<file path="src/rtl/mul_arbiter.sv">
// Shares one pipelined 33x33 signed multiplier between an integer and an FPU requester.
// Define MUL_ARB_RR_EN for round-robin contention; otherwise integer has fixed priority.
module mul_arbiter #(
  parameter int LATENCY = 2
) (
  input  logic        clk,
  input  logic        rst_n,
  input  logic        int_req,
  input  logic [32:0] int_a,
  input  logic [32:0] int_b,
  output logic        int_gnt,
  output logic        int_res_valid,
  output logic [63:0] int_res,
  input  logic        fpu_req,
  input  logic [23:0] fpu_a,
  input  logic [23:0] fpu_b,
  output logic        fpu_gnt,
  output logic        fpu_res_valid,
  output logic [47:0] fpu_res,
  input  logic        flush,
  output logic [32:0] mul_a,
  output logic [32:0] mul_b,
  input  logic [65:0] mul_p,
  output logic        busy
);

  logic [LATENCY-1:0] tag_v_q, tag_v_d;
  logic [LATENCY-1:0] tag_o_q, tag_o_d;
  logic               res_v;
  logic               unused_p;

`ifdef MUL_ARB_RR_EN
  // last_fpu_q=1 means the FPU was granted most recently; reset value lets int win first
  logic last_fpu_q, last_fpu_d;

  always_comb begin
    int_gnt = 1'b0;
    fpu_gnt = 1'b0;
    if (rst_n && !flush) begin
      if (int_req && fpu_req) begin
        int_gnt = last_fpu_q;
        fpu_gnt = !last_fpu_q;
      end else begin
        int_gnt = int_req;
        fpu_gnt = fpu_req;
      end
    end
  end

  always_comb begin
    last_fpu_d = last_fpu_q;
    if (int_gnt) begin
      last_fpu_d = 1'b0;
    end else if (fpu_gnt) begin
      last_fpu_d = 1'b1;
    end
  end

  always_ff @(posedge clk or negedge rst_n) begin
    if (!rst_n) begin
      last_fpu_q <= 1'b1;
    end else begin
      last_fpu_q <= last_fpu_d;
    end
  end
`else
  always_comb begin
    int_gnt = rst_n && !flush && int_req;
    fpu_gnt = rst_n && !flush && fpu_req && !int_req;
  end
`endif

  // Tag pipeline mirrors the multiplier stages: valid bit plus owner (1 = FPU).
  always_comb begin
    tag_v_d = '0;
    tag_o_d = '0;
    if (!flush) begin
      tag_v_d[0] = int_gnt || fpu_gnt;
      tag_o_d[0] = fpu_gnt;
      for (int i = 1; i < LATENCY; i++) begin
        tag_v_d[i] = tag_v_q[i-1];
        tag_o_d[i] = tag_o_q[i-1];
      end
    end
  end

  always_ff @(posedge clk or negedge rst_n) begin
    if (!rst_n) begin
      tag_v_q <= '0;
      tag_o_q <= '0;
    end else begin
      tag_v_q <= tag_v_d;
      tag_o_q <= tag_o_d;
    end
  end

  always_comb begin
    mul_a = '0;
    mul_b = '0;
    if (int_gnt) begin
      mul_a = int_a;
      mul_b = int_b;
    end else if (fpu_gnt) begin
      mul_a = {9'b0, fpu_a};
      mul_b = {9'b0, fpu_b};
    end
  end

  // A result landing in the flush cycle is dropped along with everything else.
  assign res_v         = tag_v_q[LATENCY-1] && !flush;
  assign int_res_valid = res_v && !tag_o_q[LATENCY-1];
  assign fpu_res_valid = res_v && tag_o_q[LATENCY-1];
  assign int_res       = int_res_valid ? mul_p[63:0] : 64'd0;
  assign fpu_res       = fpu_res_valid ? mul_p[47:0] : 48'd0;
  assign busy          = |tag_v_q;
  assign unused_p      = ^mul_p[65:64];

endmodule

</file>
<file path="config.mk">
export PLATFORM = sky130hd
export DESIGN_NAME = mul_arbiter
export DESIGN_NICKNAME = d
export VERILOG_FILES = /design/src/rtl/mul_arbiter.sv
export SDC_FILE = /design/constraint.sdc
export NUM_CORES = 1
export LEC_CHECK = 0
export ABC_AREA = 1
export CELL_PAD_IN_SITES_DETAIL_PLACEMENT = 0
export CELL_PAD_IN_SITES_GLOBAL_PLACEMENT = 1
export CORE_AREA = 2 2 143 145
export DETAILED_ROUTE_END_ITERATION = 6
export DIE_AREA = 0 0 145 147
export DONT_BUFFER_PORTS = 1
export PLACE_DENSITY_LB_ADDON = 0.05
export SYNTH_ARGS = -nofsm -noshare
export SYNTH_HDL_FRONTEND = slang
export SYNTH_SLANG_ARGS = --single-unit
</file>
<file path="constraint.sdc">
create_clock -name clk -period 1.7 [get_ports clk]
set_input_delay 0.34 -clock clk [delete_from_list [all_inputs] [get_ports clk]]
set_output_delay 0.34 -clock clk [all_outputs]
set_load 0.02 [all_outputs]
</file>
# ---- After elaboration in Yosys (flattened, before gate mapping)
# Cells that the tools add are included.
dict set report word_totals {
  regBits 4
  input_bits 185
  output_inout_bits 183
  word_cells 22
}
dict set report op_classes {
  n_mux 8
  reduce_logical 12
}
# operator n
set ops {}
lappend ops {{$mux 33} 2}
lappend ops {{$mux 64} 1}
lappend ops {{$mux 24} 2}
lappend ops {{$mux 48} 1}
lappend ops {{$logic_and 1x1->1} 7}
lappend ops {{$mux 2} 2}
lappend ops {{$logic_not 1->1} 3}
lappend ops {{$reduce_or 2->1} 1}
lappend ops {{$logic_or 1x1->1} 1}

# ---- Logic depth before layout (Yosys ltp)
dict set report depth {
  word_depth 6
  ltp_mapped 7
  ltp_nobuf 5
}

# ---- Worst setup path after synthesis
# No wires, ideal clock.
dict set report synth_timing {
  path_type {input port to output port}
  start {input port flush}
  end {output port mul_a[24]}
  t_arrival_ps 1130
  t_required_ps 1360
  setup_slack_ps 230
  stages 6
  path_buffers 1
  cell_sequence {inv_2 nand2_1 nor2_2 inv_2 buf_2 nor2_1}
}
dict set report synth_between {
  elab_chain_cells 4
}
# item line
set synth_rtl {}
lappend synth_rtl {{from (decl)} 20} ;# input logic flush,
lappend synth_rtl {{$logic_not 1->1} 68} ;# int_gnt = rst_n && !flush && int_req;
lappend synth_rtl {{$logic_and 1x1->1 (2 in series)} 68}
lappend synth_rtl {{$mux 33} 100} ;# if (int_gnt) begin
lappend synth_rtl {{to (decl)} 21} ;# output logic [32:0] mul_a,
# No other way between the ends.

# ---- Final worst setup path
dict set report layout_timing {
  start {register tag_o_q[1]}
  end {output port int_res[28]}
}
dict set report layout_between {
  elab_chain_cells 3
}
# item line
set layout_rtl {}
lappend layout_rtl {{from (decl)} 28} ;# logic [LATENCY-1:0] tag_o_q, tag_o_d;
lappend layout_rtl {{from (signal assigned)} 93} ;# tag_o_q <= tag_o_d;
lappend layout_rtl {{$logic_not 1->1} 111} ;# assign int_res_valid = res_v && !tag_o_q[LATENCY-1];
lappend layout_rtl {{$logic_and 1x1->1} 111}
lappend layout_rtl {{$mux 64} 113} ;# assign int_res = int_res_valid ? mul_p[63:0] : 64'd0;
lappend layout_rtl {{to (decl)} 13} ;# output logic [63:0] int_res,
# No other way between the ends.

==> results.toml <==
[outcome]
outcome = "finished clean"

[grt]
grt_pass1_vias = 2642
gr-total-overflow = 0
gr-usage-met3_pct = 1.52
grt_use_total_pct = 9.12
met1_usage_pct = 8.56
grt_pass1_wl_um = 15400
antenna_found_initial = 0
grt-busiest-layer = "met2"
grt_use_met2_pct = 20.3
grt_start_max_net_pins = 50

[timing]
finalSetupViolations = 0
setup_ws_ps = 8.90
whs_ps = 179
min_period_ps = 1690
hold_violations = 0
relSlewSlack_pct = 76.2
post-route-period-util_pct = 99.5
finClkSkew_ps = 1.40
rsz0062_at_grt = "yes"
worst_pin_slew_ps = 357
tns_ps = 0
fmax_mhz = 591
drv_slew = 0

[drt]
wl_per_cell_um = 13.8
first_iter_violations = 44
final_antenna_net_count = 0
wl_um = 11000
routed_via_density = 3.67
vias = 2918
route.detailed.drc = 0
dr.pass1.iters = 4

[yosys]
synth_top_area_share_pct = 28.1
synthMuxAreaShare_pct = 0
ys_warn_count = 0
synth_seq_area_share_pct = 5.55
ys_top_cells_by_area = "nor2_1, nand2_1, inv_1, nand4_1, dfrtp_1"
synth_top_cell_by_area = "nor2_1"
synthCells = 413
synth_top_family_by_area = "simple AND/OR/NAND/NOR gates"
syn_nets = 598
ys_seq_elements = 4
synthXorXnorAreaFrac_pct = 0
synth-adder-area-share_pct = 0
yosys.area_share.simple_pct = 66.7
synth.distinct_cells = 15
avgSynthCellArea_um2 = 4.37
mappedNetlistArea_um2 = 1800
synth_compound_area_share_pct = 0

[floorplanning]
dieArea_um2 = 21300
chipHeight_um = 147
boundaryPins = 368
initial_utilization_pct = 9.09
design.core.area_um2 = 19800
fp-row-count = 52
die_width_um = 145

[place]
placed_area_um2 = 3110
io_buffers = 0
globalplace.congestion = 0.772
post-dp-hpwl_um = 9320
dp_slack_ps = 184

[power_and_ir_drop]
powerDensity_nw_per_um2 = 275
ir_drop_v = 0.000207
finalPower_mw = 0.882
p_leak_nw = 2.07

[clock_tree]
clk_path_buf_depth = 2
numCtsBuffers = 3
cts_sinks = 4
clk_latency_ps = 220
postCtsSetupBuffers = 0
cts_max_level = 1
cts_root_buffer = "clkbuf_16"
clkTransAtPathRegs_ps = 30
cts_tree = "done"

[critical_path]
r2r_start = "tag_v_q[0]$_DFF_PN0_"
worstSetupStartpointType = "register"
cp.arrival_ps = 1350
slowest_stage = "dfrtp_1"
cp_cell_sequence = "nand3b_1, buf_12, nor2_1, buf_4"
path_depth = 4
crit_buf_inv = 2
cp_max_fo = 49
cp_data_required_time_ps = 1360
rr_worst_depth = 2
setup.worst_path.start = "tag_o_q[1]$_DFF_PN0_"
crit_family = "buffers and inverters"
crit_end = "int_res[28]"
crit_type = "register to primary output"
r2r_setup_slack_ps = 1150
critical-path-max-stage-delay_ps = 370
r2r-end = "tag_v_q[1]$_DFF_PN0_"
cp-end-kind = "primary output"

[finish]
num_antenna_cells = 0
finalNetCount = 713
final_common_cell = "buf_4"
final_cell_mix = "buf_4, nor2_1, nand2_1"
finalInstanceArea_um2 = 3210
drive_above_1_share_pct = 29.3
area_growth_pct = 78.1

[min_path]
hold_path_class = "primary input to register"

[flow_run]
drv_cap = 0
## worst register-to-register path: cells and delay by family, from the launching register on
family	cells	cell delay [ps]
flops	1	360
buf+inv	1	50
simple gates	1	30
## Yosys cell counts (all sizes together)
cell / n
buf: 24
clkbuf: 9
dfrtp: 4
inv: 90
nand2: 99
nand3: 1
nand3b: 1
nand4: 48
nor2: 136
or2: 1
## flip-flops by register name (all words and copies together) (netlist names)
register,count
tag_v_q,2
tag_o_q,2
## per-stage QoR
stage | instances | utilization (%)
5_1_grt | 796 | 16.2
6_report | 796 | 16.2
3_5_place_dp | 792 | 15.7
4_1_cts | 796 | 16.1
2_1_floorplan | 413 | -
3_3_place_gp | 792 | 15.7
## worst min-delay path by stage
| stage | start | to | slack (ps) | cells past startpoint |
|---|---|---|---|---|
| after detailed placement | rst_n | tag_v_q[1]$_DFF_PN0_ | 40 | 0 |
| after floorplan | rst_n | tag_o_q[0]$_DFF_PN0_ | 40 | 0 |
| after CTS | flush | tag_v_q[1]$_DFF_PN0_ | 180 | 1 |
| after global routing | flush | tag_o_q[1]$_DFF_PN0_ | 180 | 1 |
| final | flush | tag_v_q[1]$_DFF_PN0_ | 180 | 1 |
| after global placement | rst_n | tag_o_q[1]$_DFF_PN0_ | 40 | 0 |
## cell families after synthesis
group,after synthesis
AND/OR/NAND/NOR,286
flip-flops,4
buffers and inverters,123
## final cells by class
type,instances,area [um2]
fillers,2357,16600
clock buffers,3,75.1
repair buffers,143,1130
inverters,90,338
flip-flops and latches,4,100
multi-input cells,286,1230
well taps,270,338
## routing by layer
layer | wire, um | share of wire, %
met1 | 3770 | 34
met2 | 6280 | 57
met3 | 835 | 7.6
met4 | 81 | 0.74
met5 | 0 | 0
## timing repair
| item | 4_1_cts | 5_1_grt |
|---|---|---|
| resized for setup | 2 | 3 |
| endpoints found under the setup margin | 2 | 63 |
| endpoints found under the hold margin | 4 | 0 |
| hold buffers | 1 | 0 |
## report_power, final
part	switching, mW	total [mW]	internal [mW]
logic	0.297	0.419	0.122
registers	0.00193	0.102	0.0996
clock network	0.0613	0.361	0.300
total	0.361	0.882	0.521
Note: power is estimated with default switching activity, not from simulation.
